File: src/rtl/mastermind_solver_pkg.sv
// Shared types and constants for the Mastermind codebreaker and anything that scores codes.
package mastermind_solver_pkg;

  localparam int PEG_BITS    = 3;
  localparam int NUM_PEGS    = 4;
  localparam int CODE_W      = PEG_BITS * NUM_PEGS;
  localparam int NUM_COLOURS = 1 << PEG_BITS;
  localparam int FB_W        = 3;
  localparam int HIST_DEPTH  = 16;

  typedef logic [CODE_W-1:0] code_t;
  typedef logic [FB_W-1:0]   fb_t;

  typedef enum logic [2:0] {
    IDLE,
    SEARCH,
    PROPOSE,
    WAIT_FB,
    SOLVED,
    FAILED
  } state_t;

  function automatic logic [PEG_BITS-1:0] peg_of(input code_t code, input int idx);
    return code[idx*PEG_BITS +: PEG_BITS];
  endfunction

endpackage

File: src/rtl/mastermind_solver_if.sv
// Guess/feedback exchange between the codebreaker (master) and the code setter (slave).
interface mastermind_solver_if;
  import mastermind_solver_pkg::*;

  code_t guess;
  logic  guess_valid;
  logic  guess_ready;
  logic  fb_valid;
  fb_t   fb_red;
  fb_t   fb_white;

  modport master (
    output guess, guess_valid,
    input  guess_ready, fb_valid, fb_red, fb_white
  );

  modport slave (
    input  guess, guess_valid,
    output guess_ready, fb_valid, fb_red, fb_white
  );

endinterface

File: src/rtl/mastermind_solver_peg_scorer.sv
// Combinational Mastermind scorer: red = exact position matches, white = shared colours minus red.
module peg_scorer
  import mastermind_solver_pkg::*;
(
  input  code_t code_a,
  input  code_t code_b,
  output fb_t   red,
  output fb_t   white
);

  fb_t red_acc;
  fb_t common;
  fb_t cnt_a;
  fb_t cnt_b;

  always_comb begin
    red_acc = '0;
    common  = '0;
    cnt_a   = '0;
    cnt_b   = '0;
    for (int p = 0; p < NUM_PEGS; p++) begin
      if (peg_of(code_a, p) == peg_of(code_b, p)) red_acc = red_acc + fb_t'(1);
    end
    // Per colour, the pair shares min(count_a, count_b) pegs regardless of position.
    for (int c = 0; c < NUM_COLOURS; c++) begin
      cnt_a = '0;
      cnt_b = '0;
      for (int p = 0; p < NUM_PEGS; p++) begin
        if (peg_of(code_a, p) == PEG_BITS'(c)) cnt_a = cnt_a + fb_t'(1);
        if (peg_of(code_b, p) == PEG_BITS'(c)) cnt_b = cnt_b + fb_t'(1);
      end
      common = common + ((cnt_a < cnt_b) ? cnt_a : cnt_b);
    end
    red   = red_acc;
    white = common - red_acc;
  end

endmodule

File: src/rtl/mastermind_solver.sv
// Automatic codebreaker: each guess is the lowest code consistent with every (guess, feedback) pair so far.
module mastermind_solver
  import mastermind_solver_pkg::*;
#(
  parameter int MAX_GUESSES = 8
) (
  input  logic                clk,
  input  logic                resetn,
  input  logic                start,
  mastermind_solver_if.master bus,
  output logic [3:0]          guess_num,
  output logic                busy,
  output logic                solved,
  output logic                failed
);

  localparam logic [3:0]    MAX_G     = 4'(MAX_GUESSES);
  localparam logic [FB_W:0] PEG_LIMIT = (FB_W+1)'(NUM_PEGS);

  state_t     state, state_n;
  code_t      cand, cand_n;
  code_t      guess_q, guess_n;
  logic [3:0] k, k_n;
  logic [3:0] count, count_n;
  logic [3:0] guess_num_n;
  logic       guess_valid_q, guess_valid_n;
  logic       busy_n, solved_n, failed_n;
  logic       hist_we;

  code_t hist_guess [HIST_DEPTH];
  fb_t   hist_red   [HIST_DEPTH];
  fb_t   hist_white [HIST_DEPTH];

  fb_t           sc_red, sc_white;
  logic          hit;
  logic [FB_W:0] fb_sum;

  peg_scorer u_scorer (
    .code_a (cand),
    .code_b (hist_guess[k]),
    .red    (sc_red),
    .white  (sc_white)
  );

  assign hit    = (sc_red == hist_red[k]) && (sc_white == hist_white[k]);
  assign fb_sum = {1'b0, bus.fb_red} + {1'b0, bus.fb_white};

  assign bus.guess       = guess_q;
  assign bus.guess_valid = guess_valid_q;

  always_comb begin
    state_n       = state;
    cand_n        = cand;
    k_n           = k;
    count_n       = count;
    guess_n       = guess_q;
    guess_valid_n = guess_valid_q;
    guess_num_n   = guess_num;
    solved_n      = solved;
    failed_n      = failed;
    hist_we       = 1'b0;

    case (state)
      IDLE, SOLVED, FAILED: begin
        if (start) begin
          state_n     = SEARCH;
          cand_n      = '0;
          k_n         = '0;
          count_n     = '0;
          guess_num_n = '0;
          solved_n    = 1'b0;
          failed_n    = 1'b0;
        end
      end

      // One history entry is checked per cycle; any mismatch moves on to the next candidate.
      SEARCH: begin
        if ((count == '0) || (hit && (k == count - 4'd1))) begin
          state_n       = PROPOSE;
          guess_n       = cand;
          guess_valid_n = 1'b1;
        end else if (hit) begin
          k_n = k + 4'd1;
        end else if (cand == '1) begin
          state_n  = FAILED;
          failed_n = 1'b1;
        end else begin
          cand_n = cand + code_t'(1);
          k_n    = '0;
        end
      end

      PROPOSE: begin
        if (guess_valid_q && bus.guess_ready) begin
          guess_valid_n = 1'b0;
          guess_num_n   = guess_num + 4'd1;
          state_n       = WAIT_FB;
        end
      end

      // The last code in the space cannot be followed by a resumed search, so it ends the game.
      WAIT_FB: begin
        if (bus.fb_valid) begin
          if (fb_sum > PEG_LIMIT) begin
            state_n  = FAILED;
            failed_n = 1'b1;
          end else if (bus.fb_red == fb_t'(NUM_PEGS)) begin
            state_n  = SOLVED;
            solved_n = 1'b1;
          end else begin
            hist_we = 1'b1;
            count_n = count + 4'd1;
            if ((guess_num == MAX_G) || (cand == '1)) begin
              state_n  = FAILED;
              failed_n = 1'b1;
            end else begin
              cand_n  = cand + code_t'(1);
              k_n     = '0;
              state_n = SEARCH;
            end
          end
        end
      end

      default: state_n = IDLE;
    endcase

    busy_n = (state_n == SEARCH) || (state_n == PROPOSE) || (state_n == WAIT_FB);
  end

  always_ff @(posedge clk or negedge resetn) begin
    if (!resetn) begin
      state         <= IDLE;
      cand          <= '0;
      k             <= '0;
      count         <= '0;
      guess_q       <= '0;
      guess_valid_q <= 1'b0;
      guess_num     <= '0;
      busy          <= 1'b0;
      solved        <= 1'b0;
      failed        <= 1'b0;
    end else begin
      state         <= state_n;
      cand          <= cand_n;
      k             <= k_n;
      count         <= count_n;
      guess_q       <= guess_n;
      guess_valid_q <= guess_valid_n;
      guess_num     <= guess_num_n;
      busy          <= busy_n;
      solved        <= solved_n;
      failed        <= failed_n;
    end
  end

  // History contents need no reset: entries at or above count are never read.
  always_ff @(posedge clk) begin
    if (hist_we) begin
      hist_guess[count] <= cand;
      hist_red[count]   <= bus.fb_red;
      hist_white[count] <= bus.fb_white;
    end
  end

endmodule

File: src/flat_wrapper.sv
// flat-port wrapper written by rule: the top's interface ports become plain ports
module mastermind_solver_flat import mastermind_solver_pkg::*;
#(
  parameter int MAX_GUESSES = 8
)
  (clk, resetn, start, guess_num, busy, solved, failed, bus_guess, bus_guess_valid, bus_guess_ready, bus_fb_valid, bus_fb_red, bus_fb_white);
  mastermind_solver_if bus_i ();
  input  logic clk;
  input  logic resetn;
  input  logic start;
  output logic [3:0] guess_num;
  output logic busy;
  output logic solved;
  output logic failed;
  output wire logic [$bits(bus_i.guess)-1:0] bus_guess;
  output wire logic [$bits(bus_i.guess_valid)-1:0] bus_guess_valid;
  input wire logic [$bits(bus_i.guess_ready)-1:0] bus_guess_ready;
  input wire logic [$bits(bus_i.fb_valid)-1:0] bus_fb_valid;
  input wire logic [$bits(bus_i.fb_red)-1:0] bus_fb_red;
  input wire logic [$bits(bus_i.fb_white)-1:0] bus_fb_white;
  assign bus_guess = bus_i.guess;
  assign bus_guess_valid = bus_i.guess_valid;
  assign bus_i.guess_ready = bus_guess_ready;
  assign bus_i.fb_valid = bus_fb_valid;
  assign bus_i.fb_red = bus_fb_red;
  assign bus_i.fb_white = bus_fb_white;
  mastermind_solver #(.MAX_GUESSES(MAX_GUESSES)) u_core (.clk(clk), .resetn(resetn), .start(start), .bus(bus_i), .guess_num(guess_num), .busy(busy), .solved(solved), .failed(failed));
endmodule
File: config.mk
export PLATFORM = sky130hd
export DESIGN_NAME = mastermind_solver_flat
export DESIGN_NICKNAME = d
export VERILOG_FILES = /design/src/rtl/mastermind_solver_pkg.sv /design/src/rtl/mastermind_solver_if.sv /design/src/rtl/mastermind_solver_peg_scorer.sv /design/src/rtl/mastermind_solver.sv /design/src/flat_wrapper.sv
export SDC_FILE = /design/constraint.sdc
export NUM_CORES = 1
export LEC_CHECK = 0
export ABC_AREA = 1
export BUFFER_PORTS_ARGS = -buffer_cell sky130_fd_sc_hd__buf_2
export CORE_ASPECT_RATIO = 0.8
export CORE_MARGIN = 3
export CORE_UTILIZATION = 45
export DETAILED_ROUTE_END_ITERATION = 10
export PLACE_DENSITY_LB_ADDON = 0.05
export SYNTH_ARGS = -nofsm -noshare
export SYNTH_HDL_FRONTEND = slang
export SYNTH_SLANG_ARGS = --single-unit
File: constraint.sdc
create_clock -name clk -period 11.8 [get_ports clk]
set_input_delay 2.36 -clock clk [delete_from_list [all_inputs] [get_ports clk]]
set_output_delay 2.36 -clock clk [all_outputs]
set_load 0.1 [all_outputs]
## Yosys cells after proc, flatten, opt, wreduce, memory -nomap -nowiden

Memory sizes are Yosys's and may differ from the RTL's.
Index checks and enable logic that the tools add are counted.

| word-level totals | value |
|---|---|
| flip-flop bits (word level) | 43 |
| RAM bits | 288 |
| input port bits | 11 |
| memories kept | 3 |

Memory list:

| memory | words | bits a word | rd ports | clocked after memory_dff | write ports | RTL line | RTL |
|---|---|---|---|---|---|---|---|
| u_core.hist_guess | 16 | 12 | 1 | 0 | 1 | mastermind_solver.sv:30 | `code_t hist_guess [HIST_DEPTH];` |
| u_core.hist_red | 16 | 3 | 1 | 0 | 1 | mastermind_solver.sv:31 | `fb_t hist_red [HIST_DEPTH];` |
| u_core.hist_white | 16 | 3 | 1 | 0 | 1 | mastermind_solver.sv:32 | `fb_t hist_white [HIST_DEPTH];` |

| cells by class | value |
|---|---|
| add/sub/neg operators | 65 |
| order comparisons | 9 |
| equal/unequal tests | 89 |
| muxes and demuxes | 132 |
| reductions and logical operators | 30 |

Operators by type and width:

| cell | count |
|---|---|
| 3-bit two-way mux | 68 |
| 3-bit by 1-bit adder with 3-bit output, second input constant | 51 |
| 3-bit equality test, second input constant | 35 |
| 12-bit two-way mux | 8 |
| 3-bit by 2-bit equality test with 1-bit output, second input constant | 20 |
| 4-bit two-way mux | 12 |
| 1-bit two-way mux | 36 |
| 12-bit one-hot mux with 3 select lines | 1 |
| 3-bit by 1-bit equality test with 1-bit output, second input constant | 10 |
| 3-bit zero test | 9 |
| 3-bit less-than comparator | 8 |
| 3-bit adder | 7 |
| 3-bit equality test | 6 |
| 2-bit != test, second input constant | 8 |
| 4-bit one-hot mux with 2 select lines | 2 |
| 8-bit AND reduction | 2 |
| 12-bit by 1-bit adder with 12-bit output, second input constant | 1 |
| 4-bit by 1-bit adder with 4-bit output, second input constant | 3 |
| 12-bit equality test, second input constant | 1 |
| 3-bit one-hot mux with 4 select lines | 1 |
| 4-bit one-hot mux with 3 select lines | 1 |
| 5-bit AND reduction | 2 |
| 9-bit AND reduction | 1 |
| 2-bit by 1-bit != test with 1-bit output, second input constant | 4 |
| 18 further kinds | 28 |

## Longest topological paths before layout

Gate-level depths: netlist (run 1).
An unclocked memory read counts as a cell.

| depth | value |
|---|---|
| depth after elaboration | 28 |
| mapped depth | 55 |
| depth with buffers taken out | 51 |

## Modules after synthesis

From an unflattened synthesis (run 1), not the netlist that was laid out.

| unflattened totals | value |
|---|---|
| cells, all modules | 1898 |
| area, all modules | 18161.2 sq um |

By module, submodules not included:

| module | times used | cells an instance | area each (sq um) |
|---|---|---|---|
| mastermind_solver | 1 | 1239 | 14043.5 |
| peg_scorer | 1 | 659 | 4117.7 |

## Worst setup path after synthesis (run 1)

OpenSTA, ideal clock, no wires.

| path | value |
|---|---|
| path type | register to register |
| start | reg u_core.k[0] |
| end | reg u_core.cand[2] |
| arrival time | 7048 ps |
| data required time | 11681 ps |
| path slack | 4634 ps |
| cell stages (with the launch flop) | 49 |
| buffers on the path | 7 |
| clock period less this slack | 7166 ps |
| path through | dfrtp_1 inv_2 buf_6 buf_2 buf_2 buf_2 buf_2 buf_2 a21oi_1 a311oi_1 o21ai_0 nand2_1 nand2_1 nor2_1 ha_1 xnor2_1 ha_1 mux2i_1 [... 13 more ...] nand2_1 nand2_1 nand3_1 nand2_1 nand2_1 nand2_1 inv_1 nand2_1 nand2_1 nand2_1 nor2_2 nand2_2 inv_2 o21ai_4 nand2_2 buf_6 nand2_1 nand2_1 |

| between the ends | value |
|---|---|
| longest elaborated chain between the ends | 25 |
| elaborated cells on any way between the ends | 135 |

RTL lines:

| what | RTL line | RTL |
|---|---|---|
| start, declared | mastermind_solver.sv:23 | `logic [3:0] k, k_n;` |
| start signal, assigned | mastermind_solver.sv:146 | `k <= k_n;` |
| memory 16 x 12 bit | -- |  |
| 3-bit by 1-bit equality test with 1-bit output / 3-bit zero test (equally long branches) | mastermind_solver_peg_scorer.sv:30 | `if (peg_of(code_b, p) == PEG_BITS'(c)) cnt_b = cnt_b + fb_t'(1);` |
| 1-bit two-way mux | mastermind_solver_peg_scorer.sv:30 |  |
| 3-bit by 1-bit adder with 3-bit output | mastermind_solver_peg_scorer.sv:30 |  |
| 3-bit two-way mux | mastermind_solver_peg_scorer.sv:30 |  |
| 3-bit by 1-bit adder with 3-bit output | mastermind_solver_peg_scorer.sv:30 |  |
| 3-bit two-way mux | mastermind_solver_peg_scorer.sv:30 |  |
| 3-bit by 1-bit adder with 3-bit output | mastermind_solver_peg_scorer.sv:30 |  |
| [... 3 more ...] | -- |  |
| 3-bit adder (7 in series) | mastermind_solver_peg_scorer.sv:32 | `common = common + ((cnt_a < cnt_b) ? cnt_a : cnt_b);` |
| 3-bit subtractor | mastermind_solver_peg_scorer.sv:35 | `white = common - red_acc;` |
| 3-bit equality test | mastermind_solver.sv:45 | `assign hit = (sc_red == hist_red[k]) && (sc_white == hist_white[k]);` |
| 1-bit logical AND | mastermind_solver.sv:45 |  |
| 1-bit logical AND | mastermind_solver.sv:78 | `if ((count == '0) \|\| (hit && (k == count - 4'd1))) begin` |
| 1-bit logical OR | mastermind_solver.sv:78 |  |
| 2-bit != test (no source line) | -- |  |
| 9-bit AND reduction (no source line) * | -- |  |
| end signal, assigned | mastermind_solver.sv:145 | `cand <= cand_n;` |
| end, declared | mastermind_solver.sv:21 | `code_t cand, cand_n;` |

Every way passes the cells marked *; elsewhere a longest branch is shown, timed or not.
A chain may end at the register's enable or synchronous reset.

## Worst setup path after layout (run 1)

| path | value |
|---|---|
| start | reg u_core.k[0] |
| end | reg u_core.busy |

| between the ends | value |
|---|---|
| longest elaborated chain between the ends | 28 |
| elaborated cells on any way between the ends | 140 |

RTL lines:

| what | RTL line | RTL |
|---|---|---|
| memory 16 x 12 bit | -- |  |
| 3-bit by 1-bit equality test with 1-bit output / 3-bit zero test (equally long branches) | mastermind_solver_peg_scorer.sv:30 |  |
| 1-bit two-way mux | mastermind_solver_peg_scorer.sv:30 |  |
| 3-bit by 1-bit adder with 3-bit output | mastermind_solver_peg_scorer.sv:30 |  |
| 3-bit two-way mux | mastermind_solver_peg_scorer.sv:30 |  |
| 3-bit by 1-bit adder with 3-bit output | mastermind_solver_peg_scorer.sv:30 |  |
| 3-bit two-way mux | mastermind_solver_peg_scorer.sv:30 |  |
| 3-bit by 1-bit adder with 3-bit output | mastermind_solver_peg_scorer.sv:30 |  |
| [... 14 more ...] | -- |  |
| 1-bit logical OR | mastermind_solver.sv:78 |  |
| 3-bit two-way mux * | mastermind_solver.sv:78 |  |
| 3-bit one-hot mux with 4 select lines * | mastermind_solver.sv:63 | `case (state)` |
| via u_core.state_n[1] | mastermind_solver.sv:20 | `state_t state, state_n;` |
| 3-bit by 1-bit equality test with 1-bit output / 3-bit by 2-bit equality test with 1-bit output (equally long branches) | mastermind_solver.sv:128 | `busy_n = (state_n == SEARCH) \|\| (state_n == PROPOSE) \|\| (state_n == WAIT_FB);` |
| 1-bit logical OR | mastermind_solver.sv:128 |  |
| 1-bit logical OR * | mastermind_solver.sv:128 |  |
| via u_core.busy_n | mastermind_solver.sv:27 | `logic busy_n, solved_n, failed_n;` |
| end signal, assigned | mastermind_solver.sv:151 | `busy <= busy_n;` |
| end, declared | mastermind_solver.sv:12 | `output logic busy,` |

The timed path passes the listed nets; every way through them passes the cells marked *.

==> run summary, run 1 <==
Most area-hungry cell type in the Yosys netlist: edfxtp_1. Setup repair after global routing left no endpoint under its margin. Headroom to the max-slew limit came out at 30.0%. The setup path with the least slack is of type reg -> reg. The logs give 25.4% for the proportion of power drawn by flip-flops and latches and 12.27 ns for the data required time of the critical path.

The detailed router placed 12900 vias in this run. The total power of the final layout came out at 5.42 mW. The logs give 0 for the count of antenna diodes in the layout and 2411 for the final cell count without fillers. Number of optimization iterations in the first detailed-route pass: 5. The number of gates given a new drive strength after cts came out at 0.

Summed over all nets, the switching power comes to 2.47 mW. The worst register-to-register path begins at u_core.k[0]. The run gives 114 MHz as the maximum clock rate. The die span in y was 184 um.

The clock reaches the later pin of the worst-skew pair after 0.54 ns. The met2 demand-to-capacity share in global routing was 35.9%; the clock-pin slew on the worst setup and hold paths was 0.06 ns. For the final routed database, the setup TNS stands at 0 ns. Initial cell density of the core: 46.1%.

The final routed wire length divided by cell count is 20.3 um. The tree is rooted in a clkbuf_16. The flow ran to the end, and the final reports show no timing, DRC or antenna violations.

The cell repeated most along the worst path is nand2_1. Internal power comes to 2.95 mW. After detailed routing, the number of vias per cell comes to 5.33. For this run, design rule violations remaining after detail routing come to 0.

The worst setup path is captured at a flop. The via count of the first global-routing pass was 12300. Of the cells placed in the final design, the portion with a size suffix greater than 1 is 7.91%.

After filler insertion, the fill cell instance count of the layout stands at 3577. The tools report the initial detailed-routing violation count as 1195. The global routing stage identified its most utilized layer as met2. The slew of the pin with the lowest slew margin came out at 1.05 ns. Once detail routing completed, the nets flagged for antenna violations numbered 0. The mapped netlist covers 17800 um^2.

The run gives 0 as the final hold violation count. The run gives 0 as the setup violation total in the final timing report. The power density relative to cell area works out to 278 nW/um^2. Net switching is 45.5% of the power.

The count of clock tree sinks was 331. The worst min-delay path class is reg -> reg. The run gives 0 as the number of pins with negative max-slew slack in the final report.

For the number of antenna violations at the first check in global routing, the log shows 0. TritonCTS built the clock tree. Area growth from synthesis to final layout: 9.67%.

Pin placement for this block handled 31 I/O pins. Measured along the x axis, the die boundary spans 228 um. Among all stages on the critical path, the largest delay is contributed by dfrtp_4. Global routing used 34.6% of the available met1 tracks.

The number of instances in the placed design was 2355; the final period utilization was 74.3%. The maximum number of buffers from clock root to sink was 3; the share of synthesized area occupied by flip-flops and latches was 54.7%. Area of the placeable core: 38600 um^2. The most critical setup path has its startpoint at u_core.k[0].

After clock tree synthesis, the setup repair step added 0 buffers. The portion of synthesized cell area occupied by the leading cell type came out at 48.6%. Worst min-delay path startpoint: u_core.solved.

The number of unique standard cell types used by synthesis is 52. The first global-routing pass estimated 74800 um of wire. In this run, CTS created clock tree buffers numbering 36.

The floorplan has 64 rows. After synthesis, the cell types taking the most area are edfxtp_1, nand2_1, ha_1, dfrtp_1, nor2_1. For the total track usage, the log shows 23.5%. At the end of routability-driven placement, the weighted congestion stood at 0.829. The wire-length estimate of the detail-placed layout is 30800 um.

STA classifies the critical path startpoint as a flop. The setup clock skew after layout is 0.0138 ns, and the area of the die is 42000 um^2. In this run, synthesis produced a sequential element count of 331. The clock power share was 19.2%.

Entering global routing, the biggest net connects 62 pins. The logic gate share of total power was 55.4%; the wire length reported by the detailed router was 48900 um. Cell leakage power: 7.83 nW. VDD sags by at most 423 uV.

On the worst path, the slowest cell contributes a delay of 0.69 ns. Global routing consumed, on the met3 layer, 3.98% of the routing resources. Along the worst path, the maximum fanout reaches 61. In the final design database the tool counted 1980 nets. The library cell used most frequently in the layout, excluding fill and tap cells, is nand2_1.

The mean area per synthesized cell was 9.65 um^2; the data arrival at the endpoint of the critical path was 9.23 ns. The total of hold buffers inserted after clock tree synthesis was 0; the post-route minimum period was 8.76 ns. Global routing finished with a remaining overflow of 0. The library cells used most frequently in the layout, excluding fill and tap cells, are nand2_1, edfxtp_1, nor2_1, inv_1, nand3_1. Yosys printed 0 warnings. Synthesis produced a netlist with a net count of 1958.

Counting every instance in the synthesized netlist gives 1843. The tool flagged a number of max-cap violations equal to 0. The number of levels in the clock H-tree was 2; the count of buffers inserted at the top-level ports was 30.
stage by stage:
| step | hold slack (ns) | worst slack, ns | cell area (um^2) | util [%] |
|---|---|---|---|---|
| after floorplan | 0.523 | 4.63 | 17800 | - |
| after global placement | 0.469 | 3.21 | 18500 | 47.8 |
| after detailed placement | 0.469 | 3.07 | 18500 | 47.8 |
| after CTS | 0.490 | 3.05 | 19500 | 50.5 |
| after global routing | 0.510 | 2.38 | 19500 | 50.5 |
| final | 0.488 | 3.04 | 19500 | 50.5 |
per-layer routing:
layer	vias to the layer above	share of wire, %
met5	-	0
met4	0	2.7
met3	77	6.8
met2	383	43
met1	6153	47
li1	6248	-
cells in the mapped netlist (all sizes together):
cell / number
clkinv: 2
o211ai: 4
and3: 1
a211oi: 2
o21a: 4
or2: 7
nor3: 22
nand3b: 3
mux2i: 8
fa: 10
nor4: 1
a311oi: 8
o21ai: 105
o31ai: 1
nand2: 492
dfrtp: 43
a2111oi: 1
mux2: 5
o2111ai: 4
xor2: 37
ha: 94
nand3: 132
a31oi: 7
clkbuf: 17
xnor2: 30
o22ai: 8
o221ai: 8
a221o: 2
inv: 166
nor2: 205
a32o: 1
buf: 52
o211a: 1
edfxtp: 288
a21oi: 44
o21bai: 8
nand4: 17
nor3b: 3
logic make-up after synthesis:
logic type / after synthesis / share of synthesized area (%)
AO/OA/AOI/OAI: 208 / 6.85
flip-flops: 331 / 54.7
buffers and inverters: 237 / 5.90
AND/OR/NAND/NOR: 883 / 20.8
multiplexers: 13 / 0.767
adder cells (fa/ha/maj): 104 / 7.74
XOR/XNOR: 67 / 3.30
power by group through the flow:
stage,clock [mW],combinational [mW],sequential [mW]
after floorplan,0,2.18,1.47
after global placement,0,2.96,1.40
after detailed placement,0,2.96,1.40
after CTS,1.06,2.98,1.37
after global routing,1.11,3.41,1.38
final,1.04,3.00,1.37
area by class of cell:
class	instances	area, um^2	area share, %
sequential	331	9730	49.9
multi-input combinational	1275	7090	36.4
clock buffer	43	937	4.81
tap	528	661	3.39
inverter	168	643	3.30
timing repair buffer	53	323	1.66
clock inverter	13	114	0.584
worst max-delay path: cells and delay by family, from the launching register on:
kind / cells / cell delay (ns)
buf+inv: 6 / 1.25
xor+xnor: 1 / 0.26
compound gates: 4 / 0.86
flops: 1 / 0.69
simple gates: 24 / 2.80
mux: 1 / 0.22
fa+ha+maj: 7 / 2.54
worst paths after layout:
path | cells past startpoint | endpoint | slack (ns)
min in group asynchronous | 1 | u_core.failed | 1.98
hold reg to reg | 2 | u_core.solved | 0.49
setup reg to reg | 43 | u_core.busy | 3.04
setup / recovery | 43 | u_core.busy | 3.04
hold / removal | 2 | u_core.solved | 0.49
max in group asynchronous | 1 | u_core.k[0] | 9.11
sequential cells by signal (all words and copies together), names as in the netlist, 4 cells and up:
register,cells
u_core.hist_guess,192
u_core.hist_red,48
u_core.hist_white,48
u_core.bus.guess,12
u_core.cand,12
u_core.count,4
u_core.guess_num,4
u_core.k,4
Power figures use the tool's default switching activity.
==> inputs of run 2 (changes only) <==
- clock period: 11.8 -> 7.61 ns (I/O delays scaled with it)
==> run 2 against run 1 <==
  * Hold slack improved by 0.0027 ns
  * Combinational power increased by 92%
  * First-iteration DRC count decreased by 2.4%
  * Fmax grew 21%
  * Critical path depth up 3
  * Clock skew grew 0.011 ns
  * Non-clock buffer count grew 124
  * Sequential power is 53% higher
  * Setup slack lost 2.7 ns
  * Sequential share of layout area is 4.6 points lower
  * Critical path type unchanged
  * Largest power group unchanged
==> run summary, run 2 (same netlist as run 1, synthesis figures left out) <==
The share of post-route cells with drive strength above 1 works out to 19.8% (+12 points). The number of optimization iterations in the first detailed-route pass is 5 (unchanged), and the data required time of the critical path is 8.04 ns (-4.23 ns). The final hold violation count was 0 (unchanged). The area of the die is 42000 um^2 (unchanged).

The final estimated routing congestion in global placement was 0.857 (+3.4%); the cell leakage power was 8.77 nW (+12%). Top fanout value on the critical path: 8 (-87%). Number of levels in the clock H-tree: 2 (unchanged).

For the total via count after detailed routing, the log shows 13400 (+4.4%). The number of pins with negative max-slew slack in the final report is 0 (unchanged), and the final routed wire length divided by cell count is 20.0 um (-1.3%). Worst-case register-to-register setup slack: 0.39 ns (-2.65 ns).

The tools report the count of clock tree sinks as 331 (unchanged). The setup path with the least slack is of type reg -> reg. The run finished with clean final reports. The tools report the setup violation total in the final timing report as 0 (unchanged). The worst ir drop on vdd came out at 741 uV (+75%).

The number of ports placed on the die boundary is 31 (unchanged), and the instance count on the critical path is 46 (+7.0%). The count of antenna diodes in the layout was 0 (unchanged). Initial cell density of the core: 46.1% (unchanged). The total track usage was 23.7% (+0.21 points); the depth of the worst register-to-register path was 46 (+7.0%).

The run gives 0.491 ns (+0.00272 ns) as the worst hold slack across all endpoints. The worst slew margin relative to its limit came out at 33.5% (+3.6 points). The wire length reported by the detailed router was 50800 um (+4.1%). The die span in y works out to 184 um (unchanged). The top cell types in the final layout, fill and taps aside, are nand2_1, edfxtp_1, nor2_1, inv_1, nand3_1. The worst hold path belongs to the class reg -> reg. Most common cell after layout, fill and taps aside: nand2_1.

The power density relative to cell area came out at 447 nW/um^2 (+61%). The maximum number of pins on one net before global-route repair was 44 (-29%). The number of buffers created by CTS is 36 (unchanged), and the final non-filler cell area is 21500 um^2 (+10%).

Clock-pin slew on the worst setup and hold paths: 0.06 ns (about the same). The net total in the final layout was 2104 (+6.3%). The instance area at placement is 19100 um^2 (+3.7%), and the largest incremental delay on the critical path is 0.55 ns (-0.14 ns). The tools report the clock network latency to the later pin of the worst-skew pair as 0.54 ns (about the same). The worst register-to-register path begins at u_core.k[0].

The vias per cell was 5.28 (-0.94%); the via count of the first global-routing pass was 12700 (+3.4%). The run gives 0 (unchanged) as the total overflow reported by the global router. The post-route minimum period works out to 7.22 ns (-1.54 ns).

In this run the worst setup path begins at u_core.k[0]. The logs give 0 (unchanged) for the max-cap check violation count and 0 (unchanged) for the number of antenna violations at the first check in global routing. The run gives 0.386 ns (-2.65 ns) as the minimum setup slack in the final design. Data arrival at the endpoint of the critical path: 7.66 ns (-1.57 ns).

Global-route wire length before repair: 75600 um (+1.1%). The largest register by flop count was u_core.hist_guess. In the final layout, the registers with the most flip-flops are u_core.hist_guess: 192 flops, u_core.hist_red: 48 flops, u_core.hist_white: 48 flops. The worst setup timing slack at the placement stage was -0.266 ns (-3.34 ns); the core occupancy in the finished layout was 55.7% (+5.1 points).

The final period utilization works out to 94.9% (+21 points). The buffer cell driving the clock tree root is clkbuf_16. Maximum number of buffers from clock root to sink: 3 (unchanged). The slew of the pin with the lowest slew margin is 0.997 ns (-0.0533 ns). The tools report the count of unresolved DRC violations after routing as 0 (unchanged). TritonCTS built the clock tree. For the initial detailed-routing violation count, the log shows 1166 (-2.4%). Cell repeated most along the worst path: nand2_1.

The buffering stage count on the worst path with inverters included came out at 10 (+4). The logs give 0.0251 ns (+0.0113 ns) for the setup clock skew after layout and 33400 um (+8.7%) for the sum of net half-perimeters after detailed placement. The area of the placeable core is 38600 um^2 (unchanged). The total of hold buffers inserted after clock tree synthesis was 0 (unchanged); the die outline width was 228 um (unchanged). On the critical path, the stage with the largest delay is an instance of fa_1.

The number of nets with antenna violations after detailed routing is 0 (unchanged), and the area growth from synthesis to final layout is 20.8%. The startpoint class of the critical path is a flop. The end point of the critical path is u_core.failed. The standard-cell row count is 64 (unchanged), and the count of buffers inserted at the top-level ports is 30 (unchanged). The critical path's top delay family is adder cells. The setup TNS came out at 0 ns (unchanged). The endpoint identified for the worst register-to-register timing path is u_core.failed. The tools report the kind of capture point of the worst setup path as a flop. The maximum clock rate came out at 138 MHz (+21%).

The flip-flop count of the largest register after layout was 192 (unchanged).
-- run 2: cell types whose count changed in the layout (fill, tap and decap cells not counted), sizes merged --
cell    previous run  this run
clkinv            11        15
buf               53       171
bufinv             1         2
inv              168       165
clkbuf            43        54
-- run 2: how the worst min path moves through the flow --
stage | start | to | cells past startpoint
floorplan | u_core.state[0] | u_core.state[0] | 2
global placement | u_core.bus.guess[6] | u_core.bus.guess[6] | 2
detailed placement | u_core.solved | u_core.solved | 2
CTS | u_core.bus.guess[8] | u_core.bus.guess[8] | 2
global route | u_core.failed | u_core.failed | 2
finish | u_core.failed | u_core.failed | 2
-- run 2: per-stage QoR --
stage	instances	power [mW]
final	2542	9.61
after global routing	2542	10.4
after CTS	2497	8.84
after detailed placement	2434	7.01
after global placement	2434	6.95
after floorplan	1843	5.65
-- run 2: final cells by class --
type | instances | area [um^2]
fillers | 3469 | 17100
flip-flops and latches | 331 | 9730
multi-input cells | 1275 | 7650
repair buffers | 177 | 1580
clock buffers | 48 | 1040
inverters | 168 | 669
well taps | 528 | 661
clock inverters | 15 | 146
-- run 2: worst register-to-register path: cells and delay by family (launching register included) --
family / cells / cell delay (ns)
compound gates: 7 / 1.11
xor+xnor: 1 / 0.16
fa+ha+maj: 7 / 2.56
buf+inv: 10 / 1.05
flops: 1 / 0.52
mux: 1 / 0.19
simple gates: 20 / 1.51
-- run 2: repair_timing --
item,in CTS,in global routing
setup endpoints to repair,34,34
gates resized for setup,14,185
hold endpoints to repair,0,0
pin swaps,0,78
cloned,0,6
buffers inserted,0,42
-- run 2: per-layer routing --
layer / part of all wire [%] / wire [um] / global-route usage, %
met1: 48 / 24300 / 35.7
met2: 44 / 22200 / 36.5
met3: 7.0 / 3570 / 3.98
met4: 1.5 / 777 / 4.57
met5: 0 / 0 / 0
-- run 2: where the power goes --
group,internal [mW],leakage (nW),switching (mW)
sequential,2.04,3.17,0.0504
combinational,2.35,5.01,3.41
clock,1.04,0.583,0.725
==> inputs of run 3 (changes only) <==
- PLACE_DENSITY: not set -> 0.71
- PLACE_DENSITY_LB_ADDON: 0.05 -> not set
- REMOVE_ABC_BUFFERS: not set -> 1
==> run 3 against run 2 <==
  * Global-route usage is 0.84 points lower
  * Cell count is 1.5% lower
  * Critical path type unchanged
  * Hold slack worse by 0.0069 ns
  * Critical endpoint is now u_core.cand[1]
==> run summary, run 3 (same netlist as run 1, synthesis figures left out) <==
The run finished with clean final reports. The vias per cell was 5.50 (+4.0%). The cell leakage power was 8.41 nW (-4.0%). The depth of the worst register-to-register path came out at 48 (+4.3%).

The most common cell after layout, fill and taps aside was nand2_1. The run gives 2 (unchanged) as the number of levels in the clock H-tree. The instance area at placement is 19000 um^2 (-0.62%).

Post-route minimum period: 7.28 ns (+0.0580 ns). The logic gate share of total power was 59.4% (-0.5 points). The run gives 9.02 mW (-6.2%) as the total power of the final layout.

The run gives 32500 um (-2.8%) as the sum of net half-perimeters after detailed placement. The critical path starts at u_core.k[1]. The maximum number of pins on one net before global-route repair is 45 (+2.3%).

Relative to the synthesized area, the layout overhead comes to 16.3%. The clock network latency to the later pin of the worst-skew pair came out at 0.54 ns (about the same). For the initial detailed-routing violation count, the log shows 1425 (+22%). The power dissipated by switching net loads was 3.99 mW (-4.5%); the final estimated routing congestion in global placement was 0.945 (+10%). The global-route wire length before repair is 74500 um (-1.4%). The run gives 22.9% (-0.84 points) as the total track usage. The critical path ends at u_core.cand[1].

The run gives 0 (unchanged) as the final hold violation count. The number of nets with antenna violations after detailed routing was 0 (unchanged); the slew of the pin with the lowest slew margin was 0.960 ns (-0.0367 ns). The number of antenna violations at the first check in global routing was 0 (unchanged). The tools report the launching point of the worst reg2reg path as u_core.k[1].

The data arrival at the endpoint of the critical path was 7.70 ns (+0.04 ns). The core occupancy in the finished layout is 53.6% (-2.1 points), and the clock power share is 17.5% (-0.8 points). The worst ir drop on vdd is 624 uV (-16%). For the setup clock skew after layout, the log shows 0.0280 ns (+0.00295 ns). The worst-case register-to-register setup slack is 0.33 ns (-0.06 ns). In the layout the commonest cells are nand2_1, edfxtp_1, nor2_1, inv_1, nand3_1. The largest incremental delay on the critical path is 0.59 ns (+0.04 ns).

Initial cell density of the core: 46.1% (unchanged). The tree is rooted in a clkbuf_16. The number of buffers created by CTS was 34 (-5.6%).

Critical path's top delay family: adder cells. Wire length reported by the detailed router: 48900 um (-3.9%). In the final layout, the registers with the most flip-flops are u_core.hist_guess: 192 flops, u_core.hist_red: 48 flops, u_core.hist_white: 48 flops. Area of the die: 42000 um^2 (unchanged).

The cell repeated most along the worst path was nand2_1. The critical path start-end classification is reg -> reg. Cell-internal power: 5.02 mW (-7.4%). Fraction of power spent switching nets: 44.3% (+0.75 points). The count of antenna diodes in the layout was 0 (unchanged); the maximum number of buffers from clock root to sink was 3 (unchanged). The tools report the setup violation total in the final timing report as 0 (unchanged). The worst min-delay path class was reg -> reg. The number of optimization iterations in the first detailed-route pass was 5 (unchanged); the count of clock tree sinks was 331 (unchanged). The net total in the final layout was 2068 (-1.7%); the power density relative to cell area was 436 nW/um^2 (-2.5%). The run gives 23.1% (+1.4 points) as the proportion of power drawn by flip-flops and latches. The standard-cell row count is 64 (unchanged), and the share of post-route cells with drive strength above 1 is 16.5% (-3.3 points). The worst register-to-register path ends at u_core.cand[1]. The tools report the kind of capture point of the worst setup path as a flop. The max-cap check violation count was 0 (unchanged); the total via count after detailed routing was 13800 (+2.4%).

In this run the most critical hold path is launched from u_core.bus.guess[1]. The clock-pin slew on the worst setup and hold paths came out at 0.06 ns (about the same). The die outline width works out to 228 um (unchanged).

The logs give 137 MHz (-0.80%) for the maximum clock rate and 0 (unchanged) for the number of pins with negative max-slew slack in the final report. The run gives 31 (unchanged) as the number of ports placed on the die boundary. The final period utilization was 95.7% (+0.76 points); the via count of the first global-routing pass was 13300 (+5.0%). The tools report the startpoint class of the critical path as a flop. The count of unresolved DRC violations after routing was 0 (unchanged). The area of the placeable core is 38600 um^2 (unchanged), and the instance count on the critical path is 48 (+4.3%). The die span in y came out at 184 um (unchanged). The top fanout value on the critical path is 14 (+6).

The total overflow reported by the global router is 0 (unchanged), and the count of buffers inserted at the top-level ports is 30 (unchanged). The largest register by flop count is u_core.hist_guess. The worst slew margin relative to its limit is 36.0% (+2.4 points).

On the critical path, the stage with the largest delay is an instance of fa_2. The final routed wire length divided by cell count came out at 19.5 um (-2.4%). The tools report the final non-filler cell area as 20700 um^2 (-3.7%).

Buffering stage count on the worst path with inverters included: 10 (unchanged). The data required time of the critical path came out at 8.03 ns (about the same). The flip-flop count of the largest register after layout works out to 192 (unchanged). TritonCTS built the clock tree.
[run 3: changes by cell type in the layout (fill, tap and decap cells not counted), sizes merged]
cell | before | now
buf | 171 | 142
clkinv | 15 | 17
bufinv | 2 | 1
clkinvlp | 1 | 3
clkbuf | 54 | 41
[run 3: power groups by stage]
stage | sequential [mW] | clock, mW | combinational [mW]
6_report | 2.09 | 1.57 | 5.36
3_5_place_dp | 2.13 | 0 | 4.79
4_1_cts | 2.08 | 1.60 | 4.85
2_1_floorplan | 2.34 | 0 | 3.24
3_3_place_gp | 2.12 | 0 | 4.67
5_1_grt | 2.09 | 1.68 | 5.89
[run 3: layer usage]
| layer | global-route usage, % | vias up | routed length (um) |
|---|---|---|---|
| li1 | - | 6423 | - |
| met5 | 0 | - | 0 |
| met2 | 35.6 | 608 | 21700 |
| met3 | 5.84 | 116 | 4790 |
| met1 | 31.2 | 6609 | 20700 |
| met4 | 8.46 | 0 | 1680 |
[run 3: worst min-delay path, cell delays in order (launching register included)]
cell and delay, ns:
dfrtp_1 0.34, nand2_1 0.05, o21ai_1 0.06
[run 3: worst min-delay path by stage]
stage	end	slack, ns	cells after the start
2_1_floorplan	u_core.state[0]	0.52	2
3_3_place_gp	u_core.bus.guess[5]	0.47	2
3_5_place_dp	u_core.bus.guess[7]	0.47	2
4_1_cts	u_core.bus.guess[1]	0.49	2
5_1_grt	u_core.bus.guess[9]	0.51	2
6_report	u_core.bus.guess[1]	0.48	2
[run 3: area by class of cell]
type,count,area (um^2)
clock inverters,18,138
flip-flops and latches,331,9730
repair buffers,143,1140
clock buffers,40,895
multi-input cells,1275,7460
well taps,528,661
inverters,168,656
fillers,3388,17900
[run 3: metrics by stage]
| stage | worst slack (ns) | setup TNS [ns] | hold slack, ns | std cells |
|---|---|---|---|---|
| floorplan | -2.69 | -87.90 | 0.523 | 1774 |
| global placement | 0.110 | 0 | 0.471 | 2425 |
| detailed placement | -0.102 | -1.31 | 0.473 | 2425 |
| CTS | 0.0332 | 0 | 0.490 | 2487 |
| global route | -0.0555 | -0.871 | 0.506 | 2503 |
| finish | 0.328 | 0 | 0.484 | 2503 |
[run 3: what timing repair did]
item | 4_1_cts | 5_1_grt
buffers inserted | 4 | 15
cloned | 0 | 1
pin swaps | 0 | 27
hold buffers | 0 | 0
resized for setup | 8 | 135
endpoints found under the setup margin | 30 | 34
